## config.mk

```make
export PLATFORM = sky130hd
export DESIGN_NAME = dpd_weight_stream_loader
export DESIGN_NICKNAME = d
export VERILOG_FILES = /design/src/rtl/dpd_weight_stream_loader_pkg.sv /design/src/rtl/dpd_weight_stream_loader_addr_gen.sv /design/src/rtl/dpd_weight_stream_loader.sv
export SDC_FILE = /design/constraint.sdc
export NUM_CORES = 1
export LEC_CHECK = 0
export BUFFER_PORTS_ARGS = -buffer_cell sky130_fd_sc_hd__buf_2
export CAP_MARGIN = 40
export CORE_ASPECT_RATIO = 0.75
export CORE_MARGIN = 8
export CORE_UTILIZATION = 45
export DETAILED_ROUTE_END_ITERATION = 12
export PLACE_DENSITY_LB_ADDON = 0.12
export SLEW_MARGIN = 25
export SYNTH_ARGS = -nofsm -noshare
export SYNTH_HDL_FRONTEND = slang
export SYNTH_SLANG_ARGS = --single-unit
```

## constraint.sdc

```tcl
create_clock -name clk -period 2.9 [get_ports clk]
set_input_delay 0.145 -clock clk [delete_from_list [all_inputs] [get_ports clk]]
set_output_delay 0.145 -clock clk [all_outputs]
set_load 0.03 [all_outputs]
```

## src/rtl/dpd_weight_stream_loader_pkg.sv

```systemverilog
// Shared constants, layer dimension tables and enums for the DPD weight stream loader.
package dpd_loader_pack;

  localparam int unsigned W          = 14;
  localparam int unsigned NUM_LAYERS = 4;
  localparam int unsigned MAX_IN     = 48;
  localparam int unsigned MAX_OUT    = 12;
  localparam int unsigned DENSE      = 2;

  localparam int unsigned LAYER_W = $clog2(NUM_LAYERS);
  localparam int unsigned ROW_W   = $clog2(MAX_OUT);
  localparam int unsigned COL_W   = $clog2(MAX_IN);

  // Output layer consumes the concatenated backbone features when DENSE == 2.
  localparam int unsigned LAYER_IN_DIM  [NUM_LAYERS] = '{14, 12, 12, (DENSE == 2) ? 48 : 12};
  localparam int unsigned LAYER_OUT_DIM [NUM_LAYERS] = '{12, 12, 12, 2};

  typedef enum logic [1:0] {
    ERR_NONE     = 2'd0,
    ERR_LAYER    = 2'd1,
    ERR_LENGTH   = 2'd2,
    ERR_CHECKSUM = 2'd3
  } err_code_t;

  typedef enum logic [1:0] {
    IDLE,
    LOAD,
    CHECK,
    DRAIN
  } state_t;

  function automatic logic [COL_W-1:0] col_last(input logic [LAYER_W-1:0] layer);
    return COL_W'(LAYER_IN_DIM[layer] - 1);
  endfunction

  function automatic logic [ROW_W-1:0] row_last(input logic [LAYER_W-1:0] layer);
    return ROW_W'(LAYER_OUT_DIM[layer] - 1);
  endfunction

endpackage

```

## src/rtl/dpd_weight_stream_loader_addr_gen.sv

```systemverilog
// Row/column/bias address counters for one layer frame; flags the final bias beat.
module dpd_loader_addr_gen
  import dpd_loader_pack::*;
(
  input  logic               clk,
  input  logic               rst_n,
  input  logic               clear_i,
  input  logic               adv_i,
  input  logic [LAYER_W-1:0] layer_i,
  output logic [ROW_W-1:0]   row_o,
  output logic [COL_W-1:0]   col_o,
  output logic               bias_o,
  output logic               done_o
);

  logic [ROW_W-1:0] row_q, row_d;
  logic [COL_W-1:0] col_q, col_d;
  logic             bias_q, bias_d;
  logic             row_wrap, col_wrap;

  assign row_wrap = (row_q == row_last(layer_i));
  assign col_wrap = (col_q == col_last(layer_i));

  always_comb begin
    row_d  = row_q;
    col_d  = col_q;
    bias_d = bias_q;
    if (clear_i) begin
      row_d  = '0;
      col_d  = '0;
      bias_d = 1'b0;
    end else if (adv_i) begin
      if (bias_q) begin
        row_d = row_wrap ? '0 : row_q + 1'b1;
      end else if (col_wrap) begin
        col_d = '0;
        if (row_wrap) begin
          row_d  = '0;
          bias_d = 1'b1;
        end else begin
          row_d = row_q + 1'b1;
        end
      end else begin
        col_d = col_q + 1'b1;
      end
    end
  end

  always_ff @(posedge clk or negedge rst_n) begin
    if (!rst_n) begin
      row_q  <= '0;
      col_q  <= '0;
      bias_q <= 1'b0;
    end else begin
      row_q  <= row_d;
      col_q  <= col_d;
      bias_q <= bias_d;
    end
  end

  assign row_o  = row_q;
  assign col_o  = col_q;
  assign bias_o = bias_q;
  assign done_o = bias_q && row_wrap;

endmodule

```

## src/rtl/dpd_weight_stream_loader.sv

```systemverilog
// Framed weight/bias stream decoder: writes shadow banks, validates checksum, commits a layer.
module dpd_weight_stream_loader
  import dpd_loader_pack::*;
(
  input  logic               clk,
  input  logic               rst_n,
  input  logic               s_valid,
  output logic               s_ready,
  input  logic [W-1:0]       s_data,
  input  logic               s_last,
  output logic               wr_en,
  output logic [LAYER_W-1:0] wr_layer,
  output logic               wr_bias,
  output logic [ROW_W-1:0]   wr_row,
  output logic [COL_W-1:0]   wr_col,
  output logic [W-1:0]       wr_data,
  output logic               commit,
  output logic [LAYER_W-1:0] commit_layer,
  output logic               err,
  output logic [1:0]         err_code,
  output logic               busy
);

  state_t             state_q, state_d;
  logic [W-1:0]       sum_q, sum_d;
  logic [LAYER_W-1:0] layer_q, layer_d;
  logic               ready_q;
  logic               wr_en_q, wr_en_d;
  logic [LAYER_W-1:0] wr_layer_q;
  logic               wr_bias_q;
  logic [ROW_W-1:0]   wr_row_q;
  logic [COL_W-1:0]   wr_col_q;
  logic [W-1:0]       wr_data_q;
  logic               commit_q, commit_d;
  logic [LAYER_W-1:0] commit_layer_q;
  logic               err_q, err_d;
  err_code_t          err_code_q, err_code_d;

  logic               accept;
  logic               ag_clear, ag_adv, ag_bias, ag_done;
  logic [ROW_W-1:0]   ag_row;
  logic [COL_W-1:0]   ag_col;

  dpd_loader_addr_gen u_addr_gen (
    .clk     (clk),
    .rst_n   (rst_n),
    .clear_i (ag_clear),
    .adv_i   (ag_adv),
    .layer_i (layer_q),
    .row_o   (ag_row),
    .col_o   (ag_col),
    .bias_o  (ag_bias),
    .done_o  (ag_done)
  );

  // One-beat bubble while a commit/err pulse is on the output.
  assign s_ready = ready_q && !commit_q && !err_q;
  assign accept  = s_valid && s_ready;

  always_comb begin
    state_d    = state_q;
    sum_d      = sum_q;
    layer_d    = layer_q;
    wr_en_d    = 1'b0;
    commit_d   = 1'b0;
    err_d      = 1'b0;
    err_code_d = ERR_NONE;
    ag_clear   = 1'b0;
    ag_adv     = 1'b0;
    unique case (state_q)
      IDLE: if (accept) begin
        if (32'(s_data[3:0]) >= NUM_LAYERS) begin
          err_d      = 1'b1;
          err_code_d = ERR_LAYER;
          state_d    = s_last ? IDLE : DRAIN;
        end else if (s_last) begin
          err_d      = 1'b1;
          err_code_d = ERR_LENGTH;
        end else begin
          state_d  = LOAD;
          layer_d  = LAYER_W'(s_data[3:0]);
          sum_d    = '0;
          ag_clear = 1'b1;
        end
      end
      LOAD: if (accept) begin
        if (s_last) begin
          err_d      = 1'b1;
          err_code_d = ERR_LENGTH;
          state_d    = IDLE;
        end else begin
          wr_en_d = 1'b1;
          ag_adv  = 1'b1;
          sum_d   = sum_q + s_data;
          if (ag_done) state_d = CHECK;
        end
      end
      CHECK: if (accept) begin
        if (!s_last) begin
          err_d      = 1'b1;
          err_code_d = ERR_LENGTH;
          state_d    = DRAIN;
        end else if (s_data != sum_q) begin
          err_d      = 1'b1;
          err_code_d = ERR_CHECKSUM;
          state_d    = IDLE;
        end else begin
          commit_d = 1'b1;
          state_d  = IDLE;
        end
      end
      DRAIN: if (accept && s_last) state_d = IDLE;
      default: state_d = IDLE;
    endcase
  end

  always_ff @(posedge clk or negedge rst_n) begin
    if (!rst_n) begin
      state_q        <= IDLE;
      sum_q          <= '0;
      layer_q        <= '0;
      ready_q        <= 1'b0;
      wr_en_q        <= 1'b0;
      wr_layer_q     <= '0;
      wr_bias_q      <= 1'b0;
      wr_row_q       <= '0;
      wr_col_q       <= '0;
      wr_data_q      <= '0;
      commit_q       <= 1'b0;
      commit_layer_q <= '0;
      err_q          <= 1'b0;
      err_code_q     <= ERR_NONE;
    end else begin
      state_q    <= state_d;
      sum_q      <= sum_d;
      layer_q    <= layer_d;
      ready_q    <= 1'b1;
      wr_en_q    <= wr_en_d;
      commit_q   <= commit_d;
      err_q      <= err_d;
      err_code_q <= err_code_d;
      if (wr_en_d) begin
        wr_layer_q <= layer_q;
        wr_bias_q  <= ag_bias;
        wr_row_q   <= ag_row;
        wr_col_q   <= ag_col;
        wr_data_q  <= s_data;
      end
      if (commit_d) commit_layer_q <= layer_q;
    end
  end

  assign wr_en        = wr_en_q;
  assign wr_layer     = wr_layer_q;
  assign wr_bias      = wr_bias_q;
  assign wr_row       = wr_row_q;
  assign wr_col       = wr_col_q;
  assign wr_data      = wr_data_q;
  assign commit       = commit_q;
  assign commit_layer = commit_layer_q;
  assign err          = err_q;
  assign err_code     = err_code_q;
  assign busy         = (state_q != IDLE);

endmodule

```

* After elaboration in Yosys (flattened, before gate mapping)
Index checks and enable logic that the tools add are counted.
** Operators by class
- $add $sub $neg :: 5
- Order comparisons :: 2
- Eq/ne operators :: 16
- Muxes and demuxes :: 62
- Bitwise gates (word level) :: 3
- Reductions and logical operators :: 17
** Operator list (number)
- $bmux W32 S2 :: 2
- $mux W14 :: 5
- $mux W6 :: 6
- $mux W2 :: 16
- $mux W4 :: 7
- $pmux W14 S2 :: 1
- $mux W1 :: 22
- $ne A2 B2 Y1 const B :: 8
- $add A14 B14 Y14 :: 1
- $ne A14 B14 Y1 :: 1
- $reduce_and A6 Y1 :: 2
- $pmux W2 S4 :: 1
- $add A6 B1 Y6 const B :: 1
- $eq A6 B6 Y1 :: 1
- $ne A3 B3 Y1 const B :: 2
- $pmux W2 S3 :: 1
- $reduce_bool A2 Y1 :: 3
- $sub A6 B1 Y6 const B :: 1
- $logic_and A1 B1 Y1 :: 5
- $add A4 B1 Y4 const B :: 1
- $eq A2 B2 Y1 const B :: 2
- $eq A4 B4 Y1 :: 1
- $ge A4 B3 Y1 const B :: 1
- $reduce_and A2 Y1 :: 2
- 10 further kinds :: 12
** Storage, ports and cells
- Flip-flop bits (word level) :: 64
- Bits of input ports :: 18

* Depth between registers and ports, before layout
Gate-level depths: netlist of the first run.
- Depth in word-level cells :: 11
- Depth in mapped cells :: 10
- Depth with buffers taken out :: 10

* Hierarchy
Synthesis of the first run repeated with hierarchy kept, for this count alone.
** Unflattened totals
- Cells, all modules :: 339
- Area total of the unflattened synthesis :: 3652.3 um^2
** By module, submodules not included
- dpd_weight_stream_loader :: times used 1, cells an instance 253, area each 2808.9 um^2, sequential area each 1326.3 um^2
- dpd_loader_addr_gen :: times used 1, cells an instance 86, area each 843.3 um^2, sequential area each 275.3 um^2

* Worst setup path before layout of the first run
No wires, ideal clock.
- Path kind :: reg-to-reg
- Start :: reg sum_q[6]
- End :: reg commit_layer_q[0] (netlist: commit_layer[0])
- Library setup time :: 0.128 ns
- Arrival :: 2.143 ns
- Required time :: 2.772 ns
- Slack :: 0.629 ns
- Stages on the path, launching flop included :: 8
- Period minus slack after synthesis :: 2.271 ns
- Cells stage by stage :: dfrtp_1 -> ha_1 -> clkbuf_1 -> or4_1 -> nor3_1 -> nand4_1 -> nor3_2 -> mux2_1
** Between the ends
- Longest elaborated chain between the ends :: 5
** Ends and longest elaborated chain
- start, declared :: line dpd_weight_stream_loader.sv:25 : logic [W-1:0] sum_q, sum_d;
- start signal, assigned :: line dpd_weight_stream_loader.sv:135 : sum_q <= sum_d;
- $ne A14 B14 Y1 :: line dpd_weight_stream_loader.sv:103 : end else if (s_data != sum_q) begin
- $mux W1 :: line dpd_weight_stream_loader.sv:103
- $mux W1 :: line dpd_weight_stream_loader.sv:99 : if (!s_last) begin
- $mux W1 :: line dpd_weight_stream_loader.sv:98 : CHECK: if (accept) begin
- $mux W1 :: line dpd_weight_stream_loader.sv:70 : unique case (state_q)
- named net commit_d :: line dpd_weight_stream_loader.sv:34 : logic commit_q, commit_d;
- end signal, assigned :: line dpd_weight_stream_loader.sv:149 : if (commit_d) commit_layer_q <= layer_q;
- end, declared :: line dpd_weight_stream_loader.sv:35 : logic [LAYER_W-1:0] commit_layer_q;
The timed path passes the listed nets, and every way through them passes these cells.
A chain may end at the register's enable or synchronous reset.

* Worst setup path in the final report of the first run
- Start :: reg sum_q[6]
- End :: reg commit_layer_q[1] (netlist: commit_layer[1])
The elaborated chain is that of the path after synthesis.

==> impl_metrics.env, run 1 <==
export IMPL_status="finished clean"
export IMPL_ys_types=54
export IMPL_cts_resized_gates=0
export IMPL_fin_crit_sh=0.851
export IMPL_wirelength_mm=8.78
export IMPL_die_h_um=92.8
export IMPL_synthTopCellsByCount="nand2_1 (107), dfrtp_1 (64), ha_1 (23)"
export IMPL_synth_top_area_cell="dfrtp_1"
export IMPL_maxClockFrequency_mhz=405
export IMPL_cp_num_buf_inv=0
export IMPL_finalCriticalPeriod_ps=2470
export IMPL_multi_input_area_sq_um=1830
export IMPL_cts_root_buf="clkbuf_8"
export IMPL_synth_nets=433
export IMPL_grt_max_degree=38
export IMPL_nets=495
export IMPL_synth_top_flop_cell="dfrtp_1"
export IMPL_avgSynthCellArea_sq_um=9.06
export IMPL_gp_congestion=0.875
export IMPL_ant_nets=0
export IMPL_initial_core_util=0.455
export IMPL_endpoint_kind="flip-flop"
export IMPL_finalSetupTns_ps=0
export IMPL_drt_drc_violations_left=0
export IMPL_yosysMostFrequentCell="nand2_1"
export IMPL_grt_pass1_wl_mm=14.4
export IMPL_maxSlewViolCount=0
export IMPL_critPathSlowestCell="or4_1"
export IMPL_dr_first_iter_drc_count=134
export IMPL_synth_area_sq_um=3540
export IMPL_grt_antenna_before_repair=0
export IMPL_fill_cells=774
export IMPL_fin_skew_ps=8.49
export IMPL_worstPathRequired_ps=3120
export IMPL_place_detailed_hpwl_mm=6.67
export IMPL_drive_above_1_share=0.190
export IMPL_rsz0062_at_grt="false"
export IMPL_hold_viol_final=0
export IMPL_cts_max_path_buffers=2
export IMPL_critPathMaxFanout=8
export IMPL_vdd_drop_max_mv=0.463
export IMPL_leakage_nw=2.16
export IMPL_wl_per_cell_um=15.6
export IMPL_area_growth_pct=18.7
export IMPL_via_per_inst=5.22
export IMPL_layout_area_seq_sq_um=1600
export IMPL_hold_worst_slack_ps=11.8
export IMPL_port_buffers=53
export IMPL_numClockSinks=64
export IMPL_clk_pin_slew_worst_paths_ps=70
export IMPL_synth_edff_count=0
export IMPL_diodes=0
export IMPL_async_flop_share=1.00
export IMPL_arrival_ps=2690
export IMPL_die_area_sq_um=11000
export IMPL_gr_total_overflow=0
export IMPL_core_area_sq_um=7780
export IMPL_track_usage=0.162
export IMPL_setup_viol=0
export IMPL_firstDrtPassIters=4
export IMPL_worstMarginPinSlew_ps=662
export IMPL_post_cts_buffers=0
export IMPL_insertion_delay_ps=340
export IMPL_synth_warnings=0
export IMPL_seq_area_frac_synth=0.452
export IMPL_critPathMaxStageDelay_ps=560
export IMPL_vias=2934
export IMPL_holdCritPathClass="in2reg"
export IMPL_synth_area_leaders="dfrtp_1 (45%), nand2_1 (11%), ha_1 (8.1%)"
export IMPL_ys_ff_latch=64
export IMPL_syn_inst=391
export IMPL_first_global_vias=2855
export IMPL_cts_htree_levels=3
export IMPL_cp_start_kind="flip-flop"
export IMPL_path_cells="ha_1 > or4_1 > nor3_1 > nand4_1 > nor3_2 > mux2_1"
export IMPL_die_w_um=118
export IMPL_crit_family="simple AND/OR/NAND/NOR gates"
export IMPL_crit_type="reg2reg"
export IMPL_max_cap_viol_count=0
export IMPL_cts_made_buffers=9
export IMPL_ios=54
export IMPL_rows=28
export IMPL_relSlewSlack=0.559
export IMPL_cts_tree="done"
export IMPL_synth_top_area_share=0.452
export IMPL_power_density_nw_per_um2=947
## worst paths after layout
check | startpoint | end | slack, ps | cells after the start
min reg2reg | wr_col[3] | wr_col[3] | 470 | 2
max | sum_q[6] | commit_layer[1] | 430 | 6
min | s_data[10] | wr_data[10] | 10 | 3
min in group asynchronous | rst_n | u_addr_gen.col_o[2] | 360 | 2
max reg2reg | sum_q[6] | commit_layer[1] | 430 | 6
max in group asynchronous | rst_n | layer_q[1] | 1890 | 3
## power breakdown
| group | internal (mW) | leakage, nW | total (mW) | switching [mW] |
|---|---|---|---|---|
| Sequential | 1.17 | 0.837 | 1.36 | 0.193 |
| Clock | 0.525 | 0.112 | 0.864 | 0.339 |
| Combinational | 0.650 | 1.21 | 1.75 | 1.10 |
## through the flow
step	cell area [sq um]	instances	util	setup slack (ps)	total power [mW]
floorplan	3540	391	-	629	2.64
global placement	3970	546	0.511	546	3.09
detailed placement	3970	546	0.511	447	3.13
CTS	4200	562	0.541	438	4.02
global route	4200	562	0.541	276	4.25
finish	4200	562	0.541	431	3.98
## sequential cells by signal, indices dropped and copies added (netlist names), 4 cells and up
name              count
wr_row                4
u_addr_gen.col_o      6
wr_data              14
sum_q                14
wr_col                6
u_addr_gen.row_o      4
## layout make-up
cell class,instances,area share
Inverter,18,0.0161
Sequential cell,64,0.381
Clock inverter,3,0.0155
Multi-Input combinational cell,297,0.435
Timing Repair Buffer,63,0.0845
Tap cell,105,0.0313
Clock buffer,12,0.0369
## worst reg2reg max path: cells and delay by family, from the launching register on
kind | cells | cell delay (ps)
adders and majority gates | 1 | 390
and+or+nand+nor | 4 | 1220
muxes | 1 | 360
DFF | 1 | 380
## routing by layer
layer | GRT usage | vias to the layer above | part of all wire
met3 | 0.0529 | 5 | 0.064
met5 | 0 | - | 0
met2 | 0.237 | 72 | 0.42
met4 | 0.0441 | 0 | 0.0069
met1 | 0.226 | 1385 | 0.51
li1 | - | 1472 | -
## logic make-up (layout without fill, tap and decap cells)
logic type | count (synthesis) | in the layout | share of synthesized area
simple gates | 168 | 168 | 0.221
compound gates | 83 | 83 | 0.152
flops | 64 | 64 | 0.452
buf+inv | 30 | 96 | 0.0318
fa+ha+maj | 24 | 24 | 0.0869
xor+xnor | 15 | 15 | 0.0371
mux | 6 | 6 | 0.0184
other cells | 1 | 1 | 0.00106
## cell usage in the layout, fill, tap and decap left out, types with 3 or more instances in the layout
cell type,count
o21ai_0,22
buf_2,53
a32o_1,3
ha_1,23
a211oi_1,4
o31ai_1,4
nand3_1,7
a31oi_1,3
xor2_1,5
and3_1,6
nor3_1,7
dfrtp_1,64
xnor2_1,10
nor2_1,10
o211ai_1,4
nand2b_1,4
nor2b_1,3
nand2_1,107
o21ai_1,15
a21o_1,7
inv_1,17
clkbuf_8,11
nand4_1,3
a21oi_1,12
buf_4,8
## what timing repair did
action / in CTS / in global routing
endpoints found under the setup margin: 0 / 0
endpoints found under the hold margin: 27 / 0
hold buffers: 1 / 0
Note: power is estimated with default switching activity, not from simulation.
==> run 2, diff against run 1 <==
CTS_BUF_LIST = sky130_fd_sc_hd__clkbuf_2 sky130_fd_sc_hd__clkbuf_4 sky130_fd_sc_hd__clkbuf_8   (was default)
clock period = 2 ns   (was 2.9 ns; I/O delays follow)
==> run 2 against run 1 <==
  * The flow now finishes with violations (negative setup slack)
  * Sequential power up 46%
  * Combinational power up 120%
  * Critical path depth up 3
  * Clock power up 61%
  * Via count up 13%
  * Clock skew down 2.5 ps
  * Largest cell class unchanged
  * Highest routed layer unchanged
==> impl_metrics.env, run 2 (same netlist as run 1, synthesis figures left out) <==
export IMPL_status="complete, but fails checks"
export IMPL_violations="negative setup slack"
export IMPL_finalCriticalPeriod_ps=2270
export IMPL_fin_skew_ps=5.96
export IMPL_grt_pass1_wl_mm=16.6
export IMPL_worstMarginPinSlew_ps=553
export IMPL_wl_met1_mm=4.91
export IMPL_arrival_ps=2550
export IMPL_maxClockFrequency_mhz=441
export IMPL_hold_worst_slack_ps=19.2
export IMPL_max_cap_viol_count=0
export IMPL_initial_core_util=0.455
export IMPL_ios=54
export IMPL_vias=3309
export IMPL_area_growth_pct=48.4
export IMPL_cts_made_buffers=9
export IMPL_die_area_sq_um=11000
export IMPL_cts_htree_levels=3
export IMPL_place_detailed_hpwl_mm=7.24
export IMPL_ant_nets=0
export IMPL_top_layer_used="met4"
export IMPL_core_area_sq_um=7780
export IMPL_maxSlewViolCount=0
export IMPL_wirelength_mm=10.3
export IMPL_reg2reg_depth=9
export IMPL_hold_viol_final=0
export IMPL_endpoint_kind="flip-flop"
export IMPL_r2r_end="u_addr_gen.row_o[2]"
export IMPL_diodes=0
export IMPL_port_buffers=53
export IMPL_firstDrtPassIters=4
export IMPL_r2r_slack_ps=-270
export IMPL_track_usage=0.188
export IMPL_wl_per_cell_um=16.1
export IMPL_die_w_um=118
export IMPL_vdd_drop_max_mv=0.669
export IMPL_final_common_cell="nand2_1"
export IMPL_power_density_nw_per_um2=1390
export IMPL_met3_length_um=594
export IMPL_leakage_nw=2.61
export IMPL_cts_max_path_buffers=2
export IMPL_relSlewSlack=0.628
export IMPL_crit_type="reg2reg"
export IMPL_die_h_um=92.8
export IMPL_gr_total_overflow=0
export IMPL_critPathMaxFanout=2
export IMPL_cp_num_buf_inv=1
export IMPL_cts_root_buf="clkbuf_8"
export IMPL_route_met2_wl_mm=4.67
export IMPL_numClockSinks=64
export IMPL_drive_above_1_share=0.406
export IMPL_cp_num_cells=9
export IMPL_clk_pin_slew_worst_paths_ps=70
export IMPL_layout_common_cells="nand2_1 (103), buf_4 (66), dfrtp_1 (62)"
export IMPL_rsz0062_at_grt="true"
export IMPL_grt_antenna_before_repair=0
export IMPL_path_cells="inv_2 > ha_4 > xor2_1 > nand2_1 > a2111oi_4 > nor2_2 > a2bb2oi_2 > or4b_1 > nand2_1"
export IMPL_finalSetupTns_ps=-2200
export IMPL_grt_max_degree=27
export IMPL_cts_tree="done"
export IMPL_critPathSlowestCell="or4b_1"
export IMPL_cp_start_kind="flip-flop"
export IMPL_placedCellCount=600
export IMPL_nets=569
export IMPL_stdcell_count=637
export IMPL_fill_cells=634
export IMPL_fin_crit_sh=1.13
export IMPL_insertion_delay_ps=340
export IMPL_critPathLaunch="layer_q[1]"
export IMPL_crit_top_cell="nand2_1"
export IMPL_drt_drc_violations_left=0
export IMPL_endpoint="u_addr_gen.row_o[2]"
export IMPL_rows=28
export IMPL_r2r_start="layer_q[1]"
export IMPL_hold_start="s_data[6]"
export IMPL_critPathMaxStageDelay_ps=470
export IMPL_worstPathRequired_ps=2290
export IMPL_via_per_inst=5.19
export IMPL_holdCritPathClass="in2reg"
export IMPL_setup_viol=20
export IMPL_crit_family="simple AND/OR/NAND/NOR gates"
export IMPL_first_global_vias=3336
export IMPL_layout_setup_ws_ps=-266
export IMPL_gp_congestion=0.929
export IMPL_dr_first_iter_drc_count=152
-- run 2: timing repair --
action	4_1_cts	5_1_grt
resized for setup	42	42
setup buffers	11	7
hold buffers	6	0
pin swaps	24	33
endpoints found under the hold margin	20	0
setup endpoints to repair	19	26
-- run 2: final cells by class --
class / instances / area [sq um] / area share
sequential: 64 / 1600 / 0.305
tap: 105 / 131 / 0.0250
clock buffer: 11 / 145 / 0.0276
multi-input combinational: 297 / 2230 / 0.424
timing repair buffer: 137 / 973 / 0.185
clock inverter: 5 / 104 / 0.0198
inverter: 18 / 67.6 / 0.0129
-- run 2: worst min path at each step --
stage,to,slack [ps],cells after the start
4_1_cts,wr_data[6],10,3
3_3_place_gp,wr_col[5],70,1
2_1_floorplan,commit,-200,0
3_5_place_dp,wr_col[5],70,1
5_1_grt,wr_data[6],10,3
6_report,wr_data[6],20,3
-- run 2: worst min-delay path, stage by stage --
cell,delay [ps]
buf_2,120
nand2_1,50
nand2_1,50
-- run 2: stage by stage --
| stage | cell area (sq um) | utilization | setup WS, ps | total power [mW] |
|---|---|---|---|---|
| 6_report | 5260 | 0.676 | -266 | 7.28 |
| 5_1_grt | 5260 | 0.676 | -331 | 7.73 |
| 4_1_cts | 5000 | 0.643 | -211 | 6.87 |
| 3_5_place_dp | 4430 | 0.570 | -255 | 5.09 |
| 3_3_place_gp | 4430 | 0.570 | -211 | 5.02 |
| 2_1_floorplan | 3580 | - | -201 | 3.92 |
-- run 2: power by group --
part | switching, mW | internal [mW]
logic | 2.11 | 1.80
registers | 0.288 | 1.69
clock network | 0.515 | 0.876
total | 2.91 | 4.37
-- run 2: layer usage --
| layer | track usage | vias up |
|---|---|---|
| met4 | 0.0504 | 0 |
| met2 | 0.287 | 76 |
| li1 | - | 1621 |
| met1 | 0.251 | 1604 |
| met5 | 0 | - |
| met3 | 0.0626 | 8 |
